===== src/rtl/autotest_seq.sv =====
// autotest_seq: reads test vectors from SD blocks, runs them on a UUT and writes result blocks back.
// Build option: define AUTOTEST_CMP_EN to compare UUT outputs against expected bytes stored in each vector block.
// States: IDLE wait start | HRST host reset | HWAIT host ready | RD_HDR read count | RD_VEC load vector
//         RUN UUT running | WR_RES write result | NEXT advance k | DONE finished | ERR aborted by host error
module autotest_seq #(
    parameter int          IN_W     = 128,
    parameter int          OUT_W    = 64,
    parameter int          TIMEOUT  = 1000000,
    parameter logic [31:0] BASE_BLK = 32'd0
) (
    input  logic             clk,
    input  logic             rst,
    input  logic             start,
    output logic             spi_rst,
    input  logic             spi_busy,
    input  logic             spi_err,
    output logic             spi_r_block,
    output logic             spi_r_byte,
    output logic             spi_w_block,
    output logic             spi_w_byte,
    output logic [31:0]      spi_block_addr,
    input  logic [7:0]       spi_data_out,
    output logic [7:0]       spi_data_in,
    output logic             rst_uut,
    input  logic             end_uut,
    output logic [IN_W-1:0]  input_to_uut,
    input  logic [OUT_W-1:0] output_from_uut,
    output logic             done,
    output logic             err,
    output logic [31:0]      vec_idx
);
    localparam logic [9:0]  IN_B  = 10'(IN_W / 8);
    localparam int          OUT_B = OUT_W / 8;
    localparam logic [31:0] TMO   = 32'(TIMEOUT);

    typedef enum logic [3:0] {
        S_IDLE, S_HRST, S_HWAIT, S_RD_HDR, S_RD_VEC, S_RUN, S_WR_RES, S_NEXT, S_DONE, S_ERR
    } state_t;
    typedef enum logic [1:0] {PH_ISSUE, PH_WAIT_HI, PH_WAIT_LO} phase_t;

    state_t             state_q;
    phase_t             ph_q;
    logic               blk_done_q;
    logic [9:0]         byte_q;
    logic [1:0]         hcnt_q;
    logic [31:0]        n_q, k_q, cyc_q;
    logic [7:0]         status_q;
    logic [OUT_W-1:0]   out_q;
    logic [IN_W-1:0]    in_q;
    logic               spi_rst_q, rst_uut_q, done_q, err_q;
    logic               r_block_q, r_byte_q, w_block_q, w_byte_q;
    logic [31:0]        addr_q;
    logic [7:0]         data_in_q;
    logic               mismatch;
    logic [511:0][7:0]  res_w;
    logic [7:0]         wr_data_d;

`ifdef AUTOTEST_CMP_EN
    localparam logic [9:0] EXP_END = 10'(IN_W / 8 + OUT_W / 8);
    logic [OUT_W-1:0] exp_q;
    logic [31:0]      fail_q;
    assign mismatch = (output_from_uut != exp_q);
`else
    assign mismatch = 1'b0;
`endif

    // Result block as a byte array; element 511 is byte 0 so byte b sits at index ~b.
    always_comb begin
        res_w = '0;
        res_w[511] = status_q;
        res_w[510:507] = cyc_q;
        res_w[506 -: OUT_B] = out_q;
`ifdef AUTOTEST_CMP_EN
        if (k_q == n_q - 32'd1) res_w[3:0] = fail_q;
`endif
        wr_data_d = res_w[~byte_q[8:0]];
    end

    always_ff @(posedge clk or negedge rst) begin
        if (!rst) begin
            state_q    <= S_IDLE;
            ph_q       <= PH_ISSUE;
            blk_done_q <= 1'b0;
            byte_q     <= '0;
            hcnt_q     <= '0;
            n_q        <= '0;
            k_q        <= '0;
            cyc_q      <= '0;
            status_q   <= '0;
            out_q      <= '0;
            in_q       <= '0;
            spi_rst_q  <= 1'b0;
            rst_uut_q  <= 1'b1;
            done_q     <= 1'b0;
            err_q      <= 1'b0;
            r_block_q  <= 1'b0;
            r_byte_q   <= 1'b0;
            w_block_q  <= 1'b0;
            w_byte_q   <= 1'b0;
            addr_q     <= '0;
            data_in_q  <= '0;
`ifdef AUTOTEST_CMP_EN
            exp_q      <= '0;
            fail_q     <= '0;
`endif
        end else begin
            r_block_q <= 1'b0;
            r_byte_q  <= 1'b0;
            w_block_q <= 1'b0;
            w_byte_q  <= 1'b0;
            if (spi_err && !(state_q inside {S_IDLE, S_DONE, S_ERR})) begin
                state_q   <= S_ERR;
                err_q     <= 1'b1;
                rst_uut_q <= 1'b1;
                spi_rst_q <= 1'b0;
            end else begin
                case (state_q)
                    S_IDLE, S_DONE, S_ERR: begin
                        if (start) begin
                            state_q    <= S_HRST;
                            done_q     <= 1'b0;
                            err_q      <= 1'b0;
                            spi_rst_q  <= 1'b1;
                            hcnt_q     <= 2'd3;
                            k_q        <= '0;
                            ph_q       <= PH_ISSUE;
                            blk_done_q <= 1'b0;
                            byte_q     <= '0;
`ifdef AUTOTEST_CMP_EN
                            fail_q     <= '0;
`endif
                        end
                    end
                    S_HRST: begin
                        if (hcnt_q == 2'd0) begin
                            spi_rst_q <= 1'b0;
                            state_q   <= S_HWAIT;
                        end else begin
                            hcnt_q <= hcnt_q - 2'd1;
                        end
                    end
                    S_HWAIT: begin
                        if (!spi_busy) begin
                            state_q <= S_RD_HDR;
                            addr_q  <= BASE_BLK;
                        end
                    end
                    S_RD_HDR, S_RD_VEC, S_WR_RES: begin
                        case (ph_q)
                            PH_ISSUE: begin
                                if (!spi_busy) begin
                                    if (!blk_done_q) begin
                                        r_block_q <= (state_q != S_WR_RES);
                                        w_block_q <= (state_q == S_WR_RES);
                                    end else begin
                                        r_byte_q <= (state_q != S_WR_RES);
                                        w_byte_q <= (state_q == S_WR_RES);
                                        if (state_q == S_WR_RES) data_in_q <= wr_data_d;
                                    end
                                    ph_q <= PH_WAIT_HI;
                                end
                            end
                            PH_WAIT_HI: if (spi_busy) ph_q <= PH_WAIT_LO;
                            default: begin
                                if (!spi_busy) begin
                                    ph_q <= PH_ISSUE;
                                    if (!blk_done_q) begin
                                        blk_done_q <= 1'b1;
                                    end else begin
                                        byte_q <= byte_q + 10'd1;
                                        if (state_q == S_RD_HDR && byte_q < 10'd4)
                                            n_q <= {n_q[23:0], spi_data_out};
                                        if (state_q == S_RD_VEC && byte_q < IN_B)
                                            in_q <= IN_W'({in_q, spi_data_out});
`ifdef AUTOTEST_CMP_EN
                                        if (state_q == S_RD_VEC && byte_q >= IN_B && byte_q < EXP_END)
                                            exp_q <= OUT_W'({exp_q, spi_data_out});
`endif
                                        if (byte_q == 10'd511) begin
                                            byte_q     <= '0;
                                            blk_done_q <= 1'b0;
                                            case (state_q)
                                                S_RD_HDR: begin
                                                    if (n_q == 32'd0) begin
                                                        state_q <= S_DONE;
                                                        done_q  <= 1'b1;
                                                    end else begin
                                                        state_q <= S_RD_VEC;
                                                        addr_q  <= BASE_BLK + 32'd1 + k_q;
                                                    end
                                                end
                                                S_RD_VEC: begin
                                                    state_q   <= S_RUN;
                                                    rst_uut_q <= 1'b0;
                                                    cyc_q     <= '0;
                                                end
                                                default: state_q <= S_NEXT;
                                            endcase
                                        end
                                    end
                                end
                            end
                        endcase
                    end
                    S_RUN: begin
                        // end_uut is tested first so it wins a tie with the timeout.
                        if (end_uut || cyc_q == TMO) begin
                            status_q  <= {6'd0, mismatch, ~end_uut};
                            out_q     <= output_from_uut;
                            rst_uut_q <= 1'b1;
                            state_q   <= S_WR_RES;
                            addr_q    <= BASE_BLK + 32'd1 + n_q + k_q;
`ifdef AUTOTEST_CMP_EN
                            if (mismatch) fail_q <= fail_q + 32'd1;
`endif
                        end else begin
                            cyc_q <= cyc_q + 32'd1;
                        end
                    end
                    S_NEXT: begin
                        k_q <= k_q + 32'd1;
                        if (k_q + 32'd1 == n_q) begin
                            state_q <= S_DONE;
                            done_q  <= 1'b1;
                        end else begin
                            state_q <= S_RD_VEC;
                            addr_q  <= BASE_BLK + 32'd2 + k_q;
                        end
                    end
                    default: state_q <= S_IDLE;
                endcase
            end
        end
    end

    assign spi_rst        = spi_rst_q;
    assign spi_r_block    = r_block_q;
    assign spi_r_byte     = r_byte_q;
    assign spi_w_block    = w_block_q;
    assign spi_w_byte     = w_byte_q;
    assign spi_block_addr = addr_q;
    assign spi_data_in    = data_in_q;
    assign rst_uut        = rst_uut_q;
    assign input_to_uut   = in_q;
    assign done           = done_q;
    assign err            = err_q;
    assign vec_idx        = k_q;
endmodule

===== config.mk =====
export PLATFORM = sky130hd
export DESIGN_NAME = autotest_seq
export DESIGN_NICKNAME = d
export VERILOG_FILES = /design/src/rtl/autotest_seq.sv
export SDC_FILE = /design/constraint.sdc
export NUM_CORES = 1
export LEC_CHECK = 0
export ABC_CLOCK_PERIOD_IN_PS = 3010
export BUFFER_PORTS_ARGS = -buffer_cell sky130_fd_sc_hd__buf_2
export CORE_MARGIN = 2
export CORE_UTILIZATION = 53
export CTS_CLUSTER_DIAMETER = 120
export CTS_CLUSTER_SIZE = 28
export DETAILED_ROUTE_END_ITERATION = 16
export GPL_TIMING_DRIVEN = 0
export PLACE_DENSITY = 0.78
export SYNTH_ARGS = -nofsm -noshare
export SYNTH_HDL_FRONTEND = slang
export SYNTH_SLANG_ARGS = --single-unit

===== constraint.sdc =====
create_clock -name clk -period 3.01 [get_ports clk]
set_clock_uncertainty 0.15 [all_clocks]
set_input_delay 0.301 -clock clk [delete_from_list [all_inputs] [get_ports clk]]
set_output_delay 0.301 -clock clk [all_outputs]
set_load 0.01 [all_outputs]

Yosys cells after proc, flatten, opt, wreduce, memory -nomap -nowiden:

Index checks and enable logic that the tools add are counted.

* bits in registers: 356
* output and inout port bits: 208

* add/subtract/negate cells: 7
* magnitude comparators: 3
* equality and inequality tests: 41
* mux-type cells: 97
* bitwise gates (word level): 5
* reduce and logical (&&, ||, !) cells: 39

Operators with widths (count)
* 32-bit 2-to-1 mux: 16
* 32-bit one-hot mux with 2 select lines: 2
* 32-bit one-hot mux with 4 select lines: 1
* 8-bit binary-select mux with 9-bit select: 1
* 32-bit by 1-bit adder with 32-bit output, second input constant: 2
* 10-bit 2-to-1 mux: 5
* 1-bit 2-to-1 mux: 44
* 4-bit 2-to-1 mux: 11
* 3-bit != test, second input constant: 12
* 1-bit by 32-bit adder with 32-bit output, first input constant: 1
* 2-bit by 32-bit adder with 32-bit output, first input constant: 1
* 32-bit adder: 1
* 32-bit by 20-bit equality test with 1-bit output, second input constant: 1
* 32-bit equality test: 1
* 32-bit zero test: 1
* 2-bit != test, second input constant: 15
* 6-bit AND reduction: 5
* 4-bit one-hot mux with 6 select lines: 1
* 10-bit one-hot mux with 2 select lines: 1
* 4-bit by 3-bit equality test with 1-bit output, second input constant: 4
* 8-bit AND reduction: 2
* 2-bit 2-to-1 mux: 6
* 2-bit one-hot mux with 2 select lines: 3
* 2-bit nonzero test: 6
* 33 further kinds: 49

Depth between registers and ports, before layout:

Gate-level depths: netlist (run 1).

* depth in word-level cells: 9
* gate-level depth with buffers: 13
* depth with buffers taken out: 12

Worst setup path after synthesis (run 1):

Ideal clock, no wire load.

* path type: register to register
* start point: register k_q[1] (netlist: vec_idx[1])
* end point: register addr_q[10] (netlist: spi_block_addr[10])
* data arrival time: 2.971 ns
* path slack: -0.236 ns
* cell stages (with the launch flop): 13
* path buffers: 3
* path through: dfrtp_1 > ha_1 > buf_2 > nand3_2 > nor3_1 > a2bb2oi_1 > or4_1 > nor4b_2 > nand4_1 > and2_1 > buf_6 > buf_6 > mux2_4

* cells in the longest elaborated chain, start to end: 8
* elaborated cells on any way between the ends: 15
* those cells by class: add/sub: 3; eq/ne: 2; mux: 9; reduce/logical: 1

Ends and longest elaborated chain
* start, declared: RTL line 46 `logic [31:0] n_q, k_q, cyc_q;`
* start signal, assigned: RTL line 221 `k_q <= k_q + 32'd1;`
* 32-bit by 1-bit adder with 32-bit output: RTL line 189, 222
* 32-bit 2-to-1 mux: RTL line 184 `if (n_q == 32'd0) begin`
* 32-bit 2-to-1 mux: RTL line 182 `case (state_q)`
* 32-bit 2-to-1 mux: RTL line 179 `if (byte_q == 10'd511) begin`
* 32-bit 2-to-1 mux: RTL line 167 `if (!blk_done_q) begin`
* 32-bit 2-to-1 mux: RTL line 165 `if (!spi_busy) begin`
* 32-bit 2-to-1 mux: RTL line 149 `case (ph_q)`
* 32-bit one-hot mux with 4 select lines: RTL line 117 `case (state_q)`
* end signal, assigned: RTL line 189 `addr_q <= BASE_BLK + 32'd1 + k_q;`
* end signal, assigned: RTL line 212 `addr_q <= BASE_BLK + 32'd1 + n_q + k_q;`
* end signal, assigned: RTL line 227 `addr_q <= BASE_BLK + 32'd2 + k_q;`
* end, declared: RTL line 52 `logic [31:0] addr_q;`

Several ways; a longest one is shown, not always the timed one. The select of a mux whose other input is x is not followed.
A chain may end at the register's enable or synchronous reset.

Worst setup path after layout (run 1):

* start point: register k_q[0] (netlist: vec_idx[0])
* end point: register addr_q[19] (netlist: spi_block_addr[19])

Same word-level chain as after synthesis.

==> run summary, run 1 <==
failing checks: setup timing
clock sinks: 356
Core ar.: 36700 sq um
largest net degree at the start of global routing: 127
total negative slack: -8.46 ns
Setup WS post-layout: -0.305 ns
clock buffer count from CTS: 17
GR Overflow Total: 0
Final Cell Area: 24800 sq um
vias per std cell: 6.40
area of the mapped netlist: 19800 sq um
Worst Path Max Fanout: 8
CP Data Arrival Time: 3.59 ns
reg2reg start: vec_idx[0]
Async S/R FF share, synth: 100%
pre-CTS WS: -1.06 ns
Tot GR Track Use: 35.7%
Final Setup Violations: 33
Critical Path Start: vec_idx[0]
Starting DRT DRC Count: 1717
IO buf count: 284
CTS tree: yes
final std cells w/o fill: 2823
hpwl dp: 49700 microns
Synth Instances: 1898
vias in the first global route: 17900
Cell Rows: 70
Mapped Nets: 2014
fill count: 2752
worst rel slew slack: 35.5%
Placed Area: 22000 sq um
hold slack: 0.0470 ns
first-pass GRT wire length: 107000 microns
die area: 38900 sq um
yosys warns: 0
most frequent cell on the critical path: buf_12
WL/cell: 24.8 microns
Post-synth EDFFs: 0
Slew Viols, Final: 0
worst setup path class: reg -> reg
Fmax achieved: 302 MHz
CTS clk-pin slew, worst paths: 0.11 ns
DIE WIDTH: 197 microns
ys flop type: dfrtp_1
register area: 8930 sq um
clock latency on the worst-skew pair: 0.55 ns
LEAKAGE: 12.1 nW
Worst VDD drop: 0.496 mV
area grow syn2layout: 25.1%
routed vias: 18100
Final min period: 3.32 ns
max_cap viols: 0
initial antenna violation count: 2
Placed Instances: 2654
DRC: 0
worst hold path class: in -> async
most frequent cells in the layout: dfrtp_1 (339), buf_2 (298), mux2_2 (225)
Max clock buf depth: 3
Initial DRT Pass Iterations: 8
Hold Fails Final Rpt: 0
Seq cells post-synth: 356
worst-margin pin slew: 0.967 ns
worst path cell trace: buf_6, ha_4, nand3_4, buf_12, nor2_4, a2bb2oi_2, or4_4, nor4b_4, nand4_1, and2_4, buf_12, buf_12, mux2_4
CP max stage delay: 0.58 ns
nets@finish: 2465
final wirelength: 70000 microns
unique cell type count in the Yosys netlist: 85
Die Ht: 197 microns
slowest library cell on the worst path: or4_4
Final ANT Viol Nets: 0
Critical Path RT: 3.28 ns
Crit. End Element: register
clock root cell: clkbuf_16
I/O pin count: 286
CP delay by family, top: simple AND/OR/NAND/NOR gates
Worst Path Buf+Inv: 4
RSZ-0062 raised after global routing: true
outcome: complete, but fails checks
syn avg cell area: 10.4 sq um
Initial Util: 54.0%
P per Cell Area: 440 nW/um^2
crit share post-route: 110%
GPL Wtd Cong: 1.01
multi-input logic area: 11000 sq um
H-tree depth: 1
commonest non-fill, non-tap cell in the layout: dfrtp_1
register area share after synthesis: 45.0%
CP startpoint kind: register
share of cells above drive strength 1: 36.9%
## worst paths after layout
path	to	slack (ns)	depth (start not counted)
max reg2reg	spi_block_addr[19]	-0.31	13
max in group asynchronous	state_q[1]	1.33	4
min	input_to_uut[81]	0.05	2
min reg2reg	spi_data_in[0]	0.34	1
min in group clk	err	0.12	3
max	spi_block_addr[19]	-0.31	13
## worst register-to-register path, delay by kind of cell (launching register included)
family | cells | cell delay [ns]
AND/OR/NAND/NOR | 6 | 1.39
buffers and inverters | 4 | 0.56
flip-flops | 1 | 0.45
multiplexers | 1 | 0.29
adder cells (fa/ha/maj) | 1 | 0.18
AO/OA/AOI/OAI | 1 | 0.18
## layout make-up
| cell class | instances | share of cell area [%] |
|---|---|---|
| antenna | 1 | 0.0101 |
| clock inverter | 4 | 0.217 |
| buffer | 117 | 2.76 |
| clock buffer | 20 | 1.80 |
| multi-input combinational | 1394 | 44.4 |
| sequential | 356 | 36.0 |
| tap | 468 | 2.36 |
| inverter | 27 | 0.429 |
| timing repair buffer | 436 | 11.9 |
## Yosys cell counts, types with 29 or more instances
cell type,number,area share (%)
dfrtp_1,355,45
mux2_2,225,13
nor2_1,149,2.8
nand2_1,135,2.6
o21ai_0,125,3.2
a21oi_1,108,2.7
clkbuf_1,80,1.5
xnor2_1,55,2.4
nand3_1,50,1.3
nand4_1,39,1.2
ha_1,37,2.3
xor2_1,35,1.5
nor3_1,32,0.81
o31ai_1,29,1.1
## metrics by stage
step | utilization [%] | total power [mW]
after floorplan | - | 6.97
after global placement | 59.8 | 7.65
after detailed placement | 60.0 | 7.78
after CTS | 66.4 | 10.7
after global routing | 67.5 | 11.3
final | 67.5 | 10.9
## routing by layer
metal / wire length (microns) / part of all wire (%) / global-route usage, %
met1: 26600 / 38 / 45.0
met3: 5840 / 8.3 / 6.68
met4: 3360 / 4.8 / 15.1
met5: 31 / 0.044 / 0
met2: 34200 / 49 / 60.4
## flip-flops by register name (all words and copies together) (netlist names), 2 cells and up
name and flops:
cyc_q 32, byte_q 10, ph_q 2, input_to_uut 128, spi_data_in 8, out_q 64
n_q 32, hcnt_q 2, spi_block_addr 32, state_q 4, vec_idx 32
## cell families after synthesis
| logic type | share of synthesized area (%) |
|---|---|
| simple gates | 14.4 |
| compound gates | 14.2 |
| flops | 45.0 |
| mux | 16.7 |
| buf+inv | 3.25 |
| xor+xnor | 3.98 |
| fa+ha+maj | 2.44 |
## power by group
| part | switching [mW] | internal (mW) |
|---|---|---|
| registers | 0.380 | 5.26 |
| clock network | 1.65 | 1.11 |
| logic | 1.36 | 1.16 |
| total | 3.39 | 7.53 |
## timing repair
action | CTS | global route
hold buffers | 76 | 0
endpoints found under the hold margin | 348 | 0
buffers inserted | 54 | 17
pin swaps | 28 | 24
setup endpoints to repair | 323 | 265
gates cloned | 3 | 1
resized for setup | 176 | 66
(Power assumes the default switching activity.)
==> inputs of run 2 (changes only) <==
ABC_CLOCK_PERIOD_IN_PS = 3300   (was 3010)
BUFFER_PORTS_ARGS = -buffer_cell sky130_fd_sc_hd__clkbuf_2   (was -buffer_cell sky130_fd_sc_hd__buf_2)
CORE_UTILIZATION = 58   (was 53)
PLACE_DENSITY = 0.81   (was 0.78)
clock period = 3.3 ns   (was 3.01 ns; I/O delays follow)
==> run 2 against run 1 <==
The flow still finishes with violations (setup timing). Design area down 2.0%. Critical path depth down 1. Combinational power down 13%. Sequential power down 8.9%. Maximum frequency down 4.1%. Non-clock buffer count down 17. First-iteration DRC count up 6.9%. Critical path type unchanged. Critical endpoint is now spi_block_addr[23]. Highest routed layer unchanged.
==> run summary, run 2 (synthesis gave the netlist of run 1 again) <==
outcome: complete, but fails checks
failing checks: setup timing
max_cap viols: 0 (unchanged)
post-layout util: 72.2% (+4.7 points)
Cell Rows: 67 (-4.3%)
worst rel slew slack: 33.3% (-2.3 points)
CP startpoint kind: register
Core ar.: 33600 sq um (-8.4%)
clock buffer count from CTS: 16 (-1)
clock sinks: 356 (unchanged)
nets@finish: 2448 (-0.69%)
Hold Fails Final Rpt: 0 (unchanged)
pre-CTS WS: -1.04 ns (+0.0126 ns)
Slew Viols, Final: 0 (unchanged)
reg2reg start: vec_idx[1]
Final Cell Area: 24300 sq um (-2.0%)
multi-input logic area: 10800 sq um (-1.5%)
CTS clk-pin slew, worst paths: 0.12 ns (about the same)
final wirelength: 69800 microns (-0.32%)
Placed Area: 21900 sq um (-0.65%)
Final ANT Viol Nets: 0 (unchanged)
GR Overflow Total: 0 (unchanged)
Worst R2R Path Depth: 12 (-1)
Crit. End Element: register
I/O pin count: 286 (unchanged)
first-pass GRT wire length: 107000 microns (+0.18%)
Fmax achieved: 289 MHz (-4.1%)
Initial Util: 58.9% (+4.9 points)
Worst Path Max Fanout: 8 (unchanged)
most frequent cells in the layout: dfrtp_1 (338), clkbuf_2 (305), mux2_2 (225)
vias in the first global route: 18000 (+0.48%)
P per Cell Area: 400 nW/um^2 (-9.2%)
Tot GR Track Use: 38.9% (+3.2 points)
routed vias: 18200 (+0.95%)
clock latency on the worst-skew pair: 0.56 ns (about the same)
hpwl dp: 48700 microns (-2.0%)
hold_sp: start
IO buf count: 284 (unchanged)
DIE WIDTH: 189 microns (-4.3%)
area grow syn2layout: 22.6%
max reg flops: 128 (unchanged)
fill count: 2362 (-14%)
Final min period: 3.46 ns (+0.143 ns)
Critical Path RT: 3.57 ns (+0.29 ns)
Max clock buf depth: 3 (unchanged)
worst setup path class: reg -> reg
crit share post-route: 105% (-5.4 points)
worst hold path class: in -> reg
Starting DRT DRC Count: 1836 (+6.9%)
Worst VDD drop: 0.520 mV (+4.9%)
Initial DRT Pass Iterations: 5 (-3)
crit path to: spi_block_addr[23]
total negative slack: -3.25 ns (+5.21 ns)
WL/cell: 25.0 microns (+0.93%)
CP Data Arrival Time: 3.73 ns (+0.14 ns)
GPL Wtd Cong: 1.01 (+0.63%)
LEAKAGE: 11.6 nW (-3.8%)
RSZ-0062 raised after global routing: true
share of cells above drive strength 1: 34.8% (-2.1 points)
register area: 8930 sq um (about the same)
vias per std cell: 6.54 (+2.2%)
DRC: 0 (unchanged)
largest net degree at the start of global routing: 122 (-3.9%)
commonest non-fill, non-tap cell in the layout: dfrtp_1
Final Setup Violations: 29 (-12%)
Setup WS post-layout: -0.158 ns (+0.147 ns)
clock root cell: clkbuf_16
reg2reg end: spi_block_addr[23]
Critical Path Start: vec_idx[1]
initial antenna violation count: 3 (+1)
die area: 35600 sq um (-8.5%)
Die Ht: 189 microns (-4.3%)
worst-margin pin slew: 1.00 ns (+0.0341 ns)
CTS tree: yes
worst reg2reg setup slack: -0.16 ns (+0.15 ns)
H-tree depth: 1 (unchanged)
-- run 2: metrics by stage --
stage	hold WS (ns)	power (mW)	instances
6_report	0.112	9.71	2788
2_1_floorplan	-0.116	6.35	1898
3_5_place_dp	0.113	7.07	2634
4_1_cts	0.102	9.50	2770
3_3_place_gp	0.307	6.96	2630
5_1_grt	0.133	10.1	2788
-- run 2: worst min-delay path by stage --
stage | to | cells past startpoint
2_1_floorplan | blk_done_q | 0
3_3_place_gp | hcnt_q[0] | 1
3_5_place_dp | input_to_uut[126] | 1
4_1_cts | err | 3
5_1_grt | input_to_uut[93] | 2
6_report | err | 3
-- run 2: critical path, stage by stage (launching register included) --
cell and delay (ns):
dfrtp_2 0.47, ha_4 0.17, buf_6 0.14, nand3_4 0.12
nor2_2 0.07, a2bb2oi_1 0.16, or4_4 0.58, nor4b_4 0.43
nand4_1 0.23, and2_4 0.20, buf_12 0.15, clkbuf_16 0.17
mux2_4 0.29
-- run 2: routing by layer --
metal	wire length (microns)	vias to the layer above	GRT usage [%]
met5	13	-	0
met3	5980	246	5.46
li1	-	7873	-
met4	3830	2	17.4
met1	26100	9001	50.0
met2	33800	1107	65.8
-- run 2: timing repair --
action,CTS,global route
endpoints found under the hold margin,235,0
cloned,1,1
endpoints found under the setup margin,135,283
gates resized for setup,99,112
hold buffers,76,0
setup buffers,37,17
pin swaps,27,9
-- run 2: final cells by class --
type,count,area share [%]
Antenna cell,1,0.0103
Buffer,117,2.73
Clock buffer,23,1.76
Clock inverter,2,0.103
Inverter,27,0.438
Multi-Input combinational cell,1395,44.6
Sequential cell,356,36.8
Tap cell,448,2.31
Timing Repair Buffer,419,11.2
-- run 2: power breakdown --
part	internal (mW)	switching, mW
Sequential	4.80	0.345
Combinational	0.982	1.22
Clock	0.930	1.44
Total	6.71	3.00
